--- src/rtl/issue_select_if.sv ---
// Allocator / functional-unit facing signals of the issue select stage.
// The master side drives allocation, wakeup, flush and ready; the slave side presents issues.
interface issue_select_if;
  logic       alloc_i;
  logic [3:0] alloc_sel_i;
  logic [3:0] wakeup_i;
  logic       flush_i;
  logic       issue_ready_i;
  logic       issue_valid_o;
  logic [3:0] issue_sel_o;
  logic [3:0] resource_valid_o;

  modport master (
    output alloc_i, alloc_sel_i, wakeup_i, flush_i, issue_ready_i,
    input  issue_valid_o, issue_sel_o, resource_valid_o
  );

  modport slave (
    input  alloc_i, alloc_sel_i, wakeup_i, flush_i, issue_ready_i,
    output issue_valid_o, issue_sel_o, resource_valid_o
  );
endinterface

--- src/rtl/issue_select.sv ---
// Four-entry issue queue selector: tracks busy/ready entries and relative age,
// and presents the oldest ready entry through a registered valid/ready output stage.
module issue_select (
  input  logic          clk_i,
  input  logic          rst_i,
  issue_select_if.slave bus
);

  localparam int unsigned N = 4;

  logic [N-1:0]          busy_q, busy_d;
  logic [N-1:0]          rdy_q, rdy_d;
  logic [N-1:0][N-1:0]   old_q, old_d;     // old_q[i][j]: entry i is older than entry j
  logic                  issue_valid_q, issue_valid_d;
  logic [N-1:0]          issue_sel_q, issue_sel_d;

  logic                  alloc_ok;
  logic                  hs;
  logic [N-1:0]          hs_vec;
  logic [N-1:0]          alloc_vec;
  logic [N-1:0]          busy_kept;
  logic [N-1:0]          cand;
  logic [N-1:0]          pick;
  logic                  blocked;

  // Allocation may target the entry retiring at this edge; the allocation wins over the retire.
  always_comb begin
    alloc_ok  = bus.alloc_i && (bus.alloc_sel_i != '0) &&
                ((bus.alloc_sel_i & (bus.alloc_sel_i - 4'd1)) == '0);
    hs        = issue_valid_q & bus.issue_ready_i;
    hs_vec    = hs ? issue_sel_q : '0;
    alloc_vec = alloc_ok ? (bus.alloc_sel_i & (~busy_q | hs_vec)) : '0;
    busy_kept = busy_q & ~hs_vec;
  end

  // The presented entry is excluded so a handshake edge can load the next pick.
  always_comb begin
    cand    = busy_q & rdy_q & ~issue_sel_q;
    pick    = '0;
    blocked = 1'b0;
    for (int unsigned i = 0; i < N; i++) begin
      blocked = 1'b0;
      for (int unsigned j = 0; j < N; j++) begin
        if (cand[j] && old_q[j][i]) begin
          blocked = 1'b1;
        end
      end
      pick[i] = cand[i] & ~blocked;
    end
  end

  always_comb begin
    busy_d        = busy_kept | alloc_vec;
    rdy_d         = (rdy_q & ~hs_vec) | (bus.wakeup_i & busy_kept);
    rdy_d         = (rdy_d & ~alloc_vec) | (bus.wakeup_i & alloc_vec);
    old_d         = old_q;
    issue_valid_d = issue_valid_q;
    issue_sel_d   = issue_sel_q;

    for (int unsigned i = 0; i < N; i++) begin
      for (int unsigned j = 0; j < N; j++) begin
        if (hs_vec[i] || hs_vec[j]) begin
          old_d[i][j] = 1'b0;
        end
      end
    end

    for (int unsigned k = 0; k < N; k++) begin
      if (alloc_vec[k]) begin
        for (int unsigned j = 0; j < N; j++) begin
          old_d[k][j] = 1'b0;
          old_d[j][k] = (j != k) && busy_kept[j];
        end
      end
    end

    if (!issue_valid_q || hs) begin
      issue_valid_d = |cand;
      issue_sel_d   = pick;
    end

    if (bus.flush_i) begin
      busy_d        = '0;
      rdy_d         = '0;
      old_d         = '0;
      issue_valid_d = 1'b0;
      issue_sel_d   = '0;
    end
  end

  always_ff @(posedge clk_i or posedge rst_i) begin
    if (rst_i) begin
      busy_q        <= '0;
      rdy_q         <= '0;
      old_q         <= '0;
      issue_valid_q <= 1'b0;
      issue_sel_q   <= '0;
    end else begin
      busy_q        <= busy_d;
      rdy_q         <= rdy_d;
      old_q         <= old_d;
      issue_valid_q <= issue_valid_d;
      issue_sel_q   <= issue_sel_d;
    end
  end

  assign bus.issue_valid_o    = issue_valid_q;
  assign bus.issue_sel_o      = issue_sel_q;
  assign bus.resource_valid_o = ~busy_q;

endmodule

--- src/flat_wrapper.sv ---
// flat-port wrapper written by rule: the top's interface ports become plain ports
module issue_select_flat 
  (clk_i, rst_i, bus_alloc_i, bus_alloc_sel_i, bus_wakeup_i, bus_flush_i, bus_issue_ready_i, bus_issue_valid_o, bus_issue_sel_o, bus_resource_valid_o);
  issue_select_if bus_i ();
  input  logic clk_i;
  input  logic rst_i;
  input wire logic [$bits(bus_i.alloc_i)-1:0] bus_alloc_i;
  input wire logic [$bits(bus_i.alloc_sel_i)-1:0] bus_alloc_sel_i;
  input wire logic [$bits(bus_i.wakeup_i)-1:0] bus_wakeup_i;
  input wire logic [$bits(bus_i.flush_i)-1:0] bus_flush_i;
  input wire logic [$bits(bus_i.issue_ready_i)-1:0] bus_issue_ready_i;
  output wire logic [$bits(bus_i.issue_valid_o)-1:0] bus_issue_valid_o;
  output wire logic [$bits(bus_i.issue_sel_o)-1:0] bus_issue_sel_o;
  output wire logic [$bits(bus_i.resource_valid_o)-1:0] bus_resource_valid_o;
  assign bus_i.alloc_i = bus_alloc_i;
  assign bus_i.alloc_sel_i = bus_alloc_sel_i;
  assign bus_i.wakeup_i = bus_wakeup_i;
  assign bus_i.flush_i = bus_flush_i;
  assign bus_i.issue_ready_i = bus_issue_ready_i;
  assign bus_issue_valid_o = bus_i.issue_valid_o;
  assign bus_issue_sel_o = bus_i.issue_sel_o;
  assign bus_resource_valid_o = bus_i.resource_valid_o;
  issue_select u_core (.clk_i(clk_i), .rst_i(rst_i), .bus(bus_i));
endmodule
--- config.mk ---
export PLATFORM = sky130hd
export DESIGN_NAME = issue_select_flat
export DESIGN_NICKNAME = d
export VERILOG_FILES = /design/src/rtl/issue_select_if.sv /design/src/rtl/issue_select.sv /design/src/flat_wrapper.sv
export SDC_FILE = /design/constraint.sdc
export NUM_CORES = 1
export LEC_CHECK = 0
export CAP_MARGIN = 20
export CORE_MARGIN = 2
export CORE_UTILIZATION = 45
export CTS_BUF_LIST = sky130_fd_sc_hd__clkbuf_4 sky130_fd_sc_hd__clkbuf_8
export CTS_CLUSTER_SIZE = 24
export DETAILED_ROUTE_END_ITERATION = 10
export PLACE_DENSITY_LB_ADDON = 0.3
export SLEW_MARGIN = 25
export SYNTH_ARGS = -nofsm -noshare
export SYNTH_HDL_FRONTEND = slang
export SYNTH_SLANG_ARGS = --single-unit
--- constraint.sdc ---
create_clock -name clk_i -period 1.25 [get_ports clk_i]
set_input_delay 0.125 -clock clk_i [delete_from_list [all_inputs] [get_ports clk_i]]
set_output_delay 0.125 -clock clk_i [all_outputs]
set_load 0.03 [all_outputs]
# Word level (Yosys, flattened, before mapping)
# Index checks and enable logic that the tools add are counted.
# totals
register_bits	29
latchBits	0
ram_bits	0
mem_bits_ro	0
inputBits	13
wordCells	136
mem_count	0
# op_classes
n_addsub	1
multipliers	0
div	0
magnitude_cmp	0
eq_ne	0
shifts	0
n_mux	49
bitwise	26
n_reduce_logical	40
# ops
cell	count
$mux W1	38
$and A4 B4 Y4	9
$mux W4	8
$reduce_bool A4 Y1	7
$logic_and A1 B1 Y1	18
$mux W16	1
$not A4 Y4	4
$or A4 B4 Y4	4
$reduce_bool A3 Y1	4
$mux W5	2
$logic_or A1 B1 Y1	7
$and A1 B1 Y1	5
$logic_not A4 Y1	1
$not A1 Y1	4
$reduce_or A4 Y1	1
$sub A4 B1 Y4 const B	1
$reduce_bool A2 Y1	1
$logic_not A1 Y1	1

# Logic depth before layout (Yosys ltp)
# logic_depth
ltp_word	11
depth_mapped	5
mapped_depth_nobuf	4

# Worst setup path before layout
# No wires, ideal clock.
# synth_path
kind	register to register
start	reg u_core.issue_valid_q (netlist: u_core.bus.issue_valid_o)
end	reg u_core.old_q[1] in the netlist's numbering
t_arrival_ns	1.472
required_ns	1.172
path_slack_ns	-0.300
stages_incl_launch_ff	6
period_less_slack_ns	1.550
path_cell_list	dfrtp_1 > buf_2 > nand3_1 > a211oi_1 > nand3_1 > a21oi_1
# synth_between
elab_chain_cells	8
elab_cells_between_ends	12
cone_classes	mux: 5; bitwise: 5; reduce/logical: 2
# synth_lines
item	line_no	rtl
from (decl)	issue_select.sv:14	logic issue_valid_q, issue_valid_d;
from (signal assigned)	issue_select.sv:102	issue_valid_q <= issue_valid_d;
$and A1 B1 Y1 *	issue_select.sv:30	hs = issue_valid_q & bus.issue_ready_i;
$mux W4 *	issue_select.sv:31	hs_vec = hs ? issue_sel_q : '0;
$or A4 B4 Y4	issue_select.sv:32	alloc_vec = alloc_ok ? (bus.alloc_sel_i & (~busy_q | hs_vec)) : '0;
$and A4 B4 Y4	issue_select.sv:32	
$mux W4	issue_select.sv:32	
$mux W5	issue_select.sv:69	if (alloc_vec[k]) begin
$mux W1	issue_select.sv:69	
$mux W16	issue_select.sv:82	if (bus.flush_i) begin
to (signal assigned)	issue_select.sv:101	old_q <= old_d;
to (decl)	issue_select.sv:13	logic [N-1:0][N-1:0] old_q, old_d;
# Every way passes the cells marked *; elsewhere a longest branch is shown, timed or not.
# A chain may end at the register's enable or synchronous reset.

# Worst setup path in the final report
# layout_path
start	reg u_core.issue_valid_q (netlist: u_core.bus.issue_valid_o)
end	reg u_core.old_q[3] in the netlist's numbering
# The elaborated chain is that of the path after synthesis.

==> impl_metrics.csv <==
group,metric,value,unit
global_routing,antenna_found_initial,0,
place,port_buffers,21,
place,dp_cells,216,
pwr,power.combinational.fraction,0.144,
setup_path,critical_path.startpoint,"u_core.bus.issue_valid_o",
route,drtIter0Drc,65,
setup_path,rr_startpoint,"u_core.bus.issue_valid_o",
yosys,synth_edf_count,0,
clock_network,clk_latency,0.33,ns
yosys,synth.avg_cell_area,9.202,µm²
setup_path,critPathLaunchType,"register",
pwr,p_switching,0.3654,mW
hold_path,hold_path_class,"in2async",
setup_path,crit_path_end,"u_core.old_q[3]",
finish,finalNetCount,214,
place,place_congestion,0.8982,
clock_network,cts_max_path_buffers,2,
setup_path,critical_path.max_fanout,6,
floorplanning,start_util,0.4705,
floorplanning,die_w,57.70,µm
clock_network,numCtsBuffers,3,
pwr,p_clk_frac,0.269,
floorplanning,ios,22,
yosys,synth_top_area_cell,"dfrtp_1",
timing,period_minus_slack,1.382,ns
yosys,ys.flop_type,"dfrtp_1",
yosys,yosysTopAreaCellShare,0.4822,
clock_network,h-tree-depth,1,
timing,setup_viol,18,
job,drv_cap,0,
finish,antennaDiodeCount,0,
yosys,synth_async_sr_flop_share,1.000,
route,routed_wl,4158,µm
clock_network,clk_pin_slew,0.14,ns
clock_network,cts_root_buffer,"clkbuf_4",
pwr,switching_share,0.2617,
route,avgViaCountPerCell,6.113,
yosys,netlist_area,1297,µm²
yosys,syn_nets,154,
setup_path,critPathArrivalTime,1.63,ns
timing,fin_ws,-0.1316,ns
setup_path,required,1.50,ns
setup_path,worstSetupPathType,"reg2reg",
global_routing,grt_pass1_vias,1366,
pwr,finalPower,1.396,mW
clock_network,cts.sinks,25,
finish,final_cells,231,
route,wire_per_inst,18.00,µm
yosys,synth.yosys.seq_area_share,0.4822,
floorplanning,dieHeight,57.70,µm
setup_path,worstReg2RegEnd,"u_core.old_q[3]",
timing,clock_skew,0.003681,ns
route,ant_nets,0,
setup_path,end_kind,"register",
yosys,synthTopCellsByArea,"dfrtp_1 48%, nand3_1 6.2%, a21oi_1 5.4%, nand2_1 4.9%, nand4_1 3.9%",
yosys,syn_inst,141,
place,dpl.hpwl,2790,µm
floorplanning,core,2758,µm²
pwr,ir_drop,0.0008304,V
route,dr_total_vias,1412,
timing,rsz0062_at_grt,"true",
finish,area.growth.synth_to_final,57.18,%
global_routing,grt_max_degree,26,
pwr,leakagePower,0.8389,nW
timing,max_freq,723.8,MHz
clock_network,cts_tree,"done",
timing,finalHoldViolations,0,
pwr,power_density,684.7,nW/µm²
timing,tightest_slew,0.3184,ns
global_routing,grt-ovfl-total,0,
place,pre_cts_ws,-0.5440,ns
global_routing,grt_pass1_wl,6458,µm
setup_path,rrSetupSlack,-0.13,ns
timing,relSlewSlack,0.7878,
timing,finalCritPeriodShare,1.105,
finish,drive_gt1_frac,0.4650,
pwr,p_int,1.031,mW
timing,slew_viol_final,0,
yosys,ys_ff_latch,25,
status,violations,"negative setup slack",
yosys,yosysWarningCount,0,
floorplanning,rows,19,
status,status,"complete, but fails checks",
yosys,synth.distinct_cells,37,
setup_path,rr_worst_depth,5,
route,first_pass_iters,4,
global_routing,grt_usage,0.2579,
pwr,p_seq_frac,0.588,
clock_network,postCtsHoldBufs,0,
route,drcViolationCount,0,
floorplanning,die-area,3329,µm²
finish,fin_util,0.7396,
-- repair_timing --
action | CTS | global route
resized for setup | 34 | 32
endpoints found under the setup margin | 28 | 27
pin swaps | 21 | 14
buffers inserted | 7 | 4
-- critical path, cell delays in order (launching register included) --
cell      delay, ns
dfrtp_2        0.49
buf_6          0.14
and3_4         0.18
o211ai_1       0.27
nand2_1        0.12
o32ai_2        0.10
-- power by group through the flow --
stage / clock network, mW / logic (mW) / registers, mW
after floorplan: 0 / 0.0744 / 0.835
after global placement: 0 / 0.175 / 0.835
after detailed placement: 0 / 0.178 / 0.835
after CTS: 0.374 / 0.187 / 0.820
after global routing: 0.398 / 0.216 / 0.822
final: 0.375 / 0.201 / 0.821
-- metal layers --
metal  GRT usage  up-vias  wire length [µm]
li1            -      648                 -
met1      0.3285      690              1727
met2      0.4351       58              2044
met3     0.02455       16               217
met4      0.1362        0               168
met5           0        -                 0
-- placed cells by master (no fill, tap or decap), types with 3 or more instances in the layout --
| cell type | count |
|---|---|
| nand3_4 | 3 |
| a21oi_2 | 5 |
| buf_4 | 32 |
| nand3_1 | 10 |
| clkdlybuf4s50_1 | 6 |
| nand3_2 | 3 |
| nand2_2 | 3 |
| dfrtp_2 | 5 |
| dlygate4sd2_1 | 5 |
| nand2_1 | 14 |
| nand4_1 | 8 |
| clkbuf_4 | 3 |
| a21oi_1 | 9 |
| nand3b_1 | 5 |
| and3b_2 | 3 |
| inv_1 | 4 |
| nor2_1 | 4 |
| a22oi_2 | 3 |
| buf_6 | 11 |
| clkdlybuf4s15_2 | 3 |
| dfrtp_1 | 20 |
| inv_2 | 3 |
-- worst min path at each step --
stage	slack, ns	end	depth (start not counted)	from
6_report	0.13	u_core.rdy_q[0]	3	rst_i
5_1_grt	0.17	u_core.bus.issue_sel_o[2]	3	rst_i
2_1_floorplan	0.15	u_core.busy_q[0]	1	rst_i
3_3_place_gp	0.48	u_core.rdy_q[3]	1	u_core.rdy_q[3]
3_5_place_dp	0.50	u_core.rdy_q[0]	3	rst_i
4_1_cts	0.14	u_core.old_q[14]	3	rst_i
-- logic make-up (layout without fill, tap and decap cells) --
family | after synthesis | count (layout) | synth area share
simple gates | 68 | 68 | 0.2932
flops | 25 | 25 | 0.4822
compound gates | 37 | 37 | 0.1909
buf+inv | 11 | 70 | 0.03375
-- registers in the layout, summed over array words and instances (netlist names) --
| register | cells |
|---|---|
| u_core.busy_q | 4 |
| u_core.old_q | 12 |
| u_core.rdy_q | 4 |
| u_core.bus.issue_sel_o | 4 |
| u_core.bus.issue_valid_o | 1 |
-- through the flow --
stage	area (µm²)	hold WS [ns]	setup TNS [ns]
6_report	2039	0.1301	-0.8846
5_1_grt	2039	0.1668	-2.065
4_1_cts	1899	0.1442	-0.6392
3_5_place_dp	1755	0.4959	-9.132
3_3_place_gp	1755	0.4765	-8.650
2_1_floorplan	1340	0.1520	-0.1807
-- cell usage after synthesis (3+ instances only) --
cell type  instances
a21oi_1           14
inv_1              7
dfrtp_1           25
nand3_1           16
nand4_1            8
nand2_1           17
nand3b_1           5
nor2_1             4
a22oi_1            4
and3b_1            4
o21ai_0            3
-- layout make-up --
cell class,count,area [µm²]
fillers,178,718.2
clock buffers,3,22.52
flip-flops and latches,25,631.9
repair buffers,59,519.2
inverters,7,26.28
multi-input cells,105,795.8
clock inverters,1,5.005
well taps,31,38.79
No activity file was read; power rests on OpenSTA's default activity.
==> variant (same flow settings) <==
Make the reset (`rst_i`) synchronous in one clocked block.
--- a/src/rtl/issue_select.sv
+++ b/src/rtl/issue_select.sv
@@ -88,7 +88,7 @@
     end
   end
 
-  always_ff @(posedge clk_i or posedge rst_i) begin
+  always_ff @(posedge clk_i) begin
     if (rst_i) begin
       busy_q        <= '0;
       rdy_q         <= '0;
Formal check against the unedited RTL: differs if rst_i is asserted again (counterexample within 4 cycles, from zero or initial values and one cycle with rst_i high); with rst_i held inactive, the same outputs for 4 cycles.
==> variant against the original RTL <==
The run still ends with setup timing left. Total power shrank 2.9%. Setup slack improved by 0.10 ns. Cell count grew 2.2%. Clock skew is 0.00079 ns higher. Sequential cell count is the same. Area after synthesis is 1.3% lower. Synthesized cell count increased by 7.1%. Combinational power is 17% lower. Largest power group unchanged. Clock power grew 5%. Count of clock-buffer cells in the layout unchanged. Cell area is 9.0% lower. Routed wire length decreased by 2.1%.
==> variant: results (changes against the original RTL) <==
highest-delay cell along the critical path=dfxtp_4; Max Clock Skew=0.00447 ns (+0.000792 ns); layout cells sized above 1=39.0% (-7.5 points); static leakage=0.681 nW (-19%); status=finished with violations; total global-route track usage=24.4% (-1.4 points); Synth Flop Type=dfxtp_1; Slew @ Worst Pin=0.297 ns (-0.0212 ns); top cells by area, synth=dfxtp_1, nand2_1, nand3_1; Area Growth Syn to Fin=44.9%; fin nets=219 (+2.3%); multi-input logic area=810 µm² (+1.7%); Post-DP HPWL=2900 µm (+4.0%); Syn Nets=164 (+6.5%); largest net degree at the start of global routing=16 (-38%); ys async rst share=0% (-100 points); Filler cells=233 (+31%); PnR worst setup slack=-0.0303 ns (+0.101 ns); final setup vio count=3 (-15); Routed wire per std cell=17.2 µm (-4.2%); reg2reg path depth=4 (-1); Critical Path End=u_core.old_q[13]$_SDFFE_PP0P_; Internal=1.00 mW (-2.8%); Max FO, Critical Path=8 (+2); iteration-0 DRC count of the detailed router=63 (-3.1%); vias in the first global route=1317 (-3.6%); failing checks=setup timing; Worst R2R Start=u_core.bus.issue_valid_o$_SDFFE_PP0P_; Synth cell types=39 (+5.4%); DR vias=1398 (-0.99%); Critical Path Start=u_core.bus.issue_valid_o$_SDFFE_PP0P_
variant: cell types whose count changed after synthesis, moves of 6 or more:
cell and delta:
a21oi_1 -6, nor2_1 +8, dfxtp_1 +25, nand2_1 +7, dfrtp_1 -25, nand4_1 -6
variant: worst min-delay path by stage:
| stage | startpoint | endpoint | slack [ns] | cells after the start |
|---|---|---|---|---|
| finish | bus_alloc_i | u_core.busy_q[1]$_SDFF_PP0_ | 0.37 | 4 |
| global route | bus_wakeup_i[3] | u_core.rdy_q[3]$_SDFF_PP0_ | 0.40 | 3 |
| CTS | bus_wakeup_i[3] | u_core.rdy_q[3]$_SDFF_PP0_ | 0.39 | 3 |
| detailed placement | u_core.old_q[2]$_SDFFE_PP0P_ | u_core.old_q[2]$_SDFFE_PP0P_ | 0.47 | 2 |
| global placement | u_core.old_q[2]$_SDFFE_PP0P_ | u_core.old_q[2]$_SDFFE_PP0P_ | 0.46 | 2 |
| floorplan | bus_wakeup_i[2] | u_core.rdy_q[2]$_SDFF_PP0_ | 0.25 | 1 |
variant: what timing repair did:
item                       CTS  global route
cloned                       0             0
setup buffers                2             1
setup endpoints to repair   15            23
hold buffers                 0             0
gates resized for setup     22            23
pin swaps                    1             6
variant: area by class of cell:
type,instances,area share [%]
clock inverter,1,0.404
clock buffer,3,1.21
tap,31,2.09
timing repair buffer,54,23.5
sequential,25,27.8
multi-input combinational,115,43.6
inverter,7,1.42
variant: worst register-to-register path, cell delays in order (launching register included):
cell and delay [ns]:
dfxtp_4 0.40, and3_4 0.17, o2111ai_4 0.26, mux2_4 0.34, nor2_2 0.07
variant: per-layer routing:
layer  track usage [%]  up-vias  share of wire (%)
met5                 0        -                  0
met4              8.31        0                2.3
met3              3.63       12                6.7
met2              38.3       56                 48
met1              34.1      666                 43
li1                  -      664                  -
variant: cell families (layout without fill, tap and decap cells):
| kind of cell | Yosys count | in the layout | share of synthesized area (%) |
|---|---|---|---|
| compound gates | 39 | 39 | 21.9 |
| buf+inv | 11 | 65 | 5.08 |
| flops | 25 | 25 | 39.1 |
| mux | 3 | 3 | 2.64 |
| simple gates | 73 | 73 | 31.3 |
variant: power groups by stage:
stage          logic [mW]  clock network [mW]  registers [mW]
3_3_place_gp        0.156                   0           0.816
2_1_floorplan      0.0627                   0           0.816
3_5_place_dp        0.160                   0           0.816
6_report            0.166               0.394           0.796
5_1_grt             0.176               0.418           0.797
4_1_cts             0.156               0.386           0.798
variant: stage by stage:
stage	power (mW)	instances	setup TNS [ns]	hold slack [ns]	cell area, µm²
2_1_floorplan	0.878	151	-0.310	0.254	1320
3_3_place_gp	0.972	229	-6.63	0.459	1750
3_5_place_dp	0.976	229	-8.07	0.471	1750
4_1_cts	1.34	235	-0.151	0.387	1790
5_1_grt	1.39	236	-0.482	0.403	1860
6_report	1.36	236	-0.0627	0.371	1860
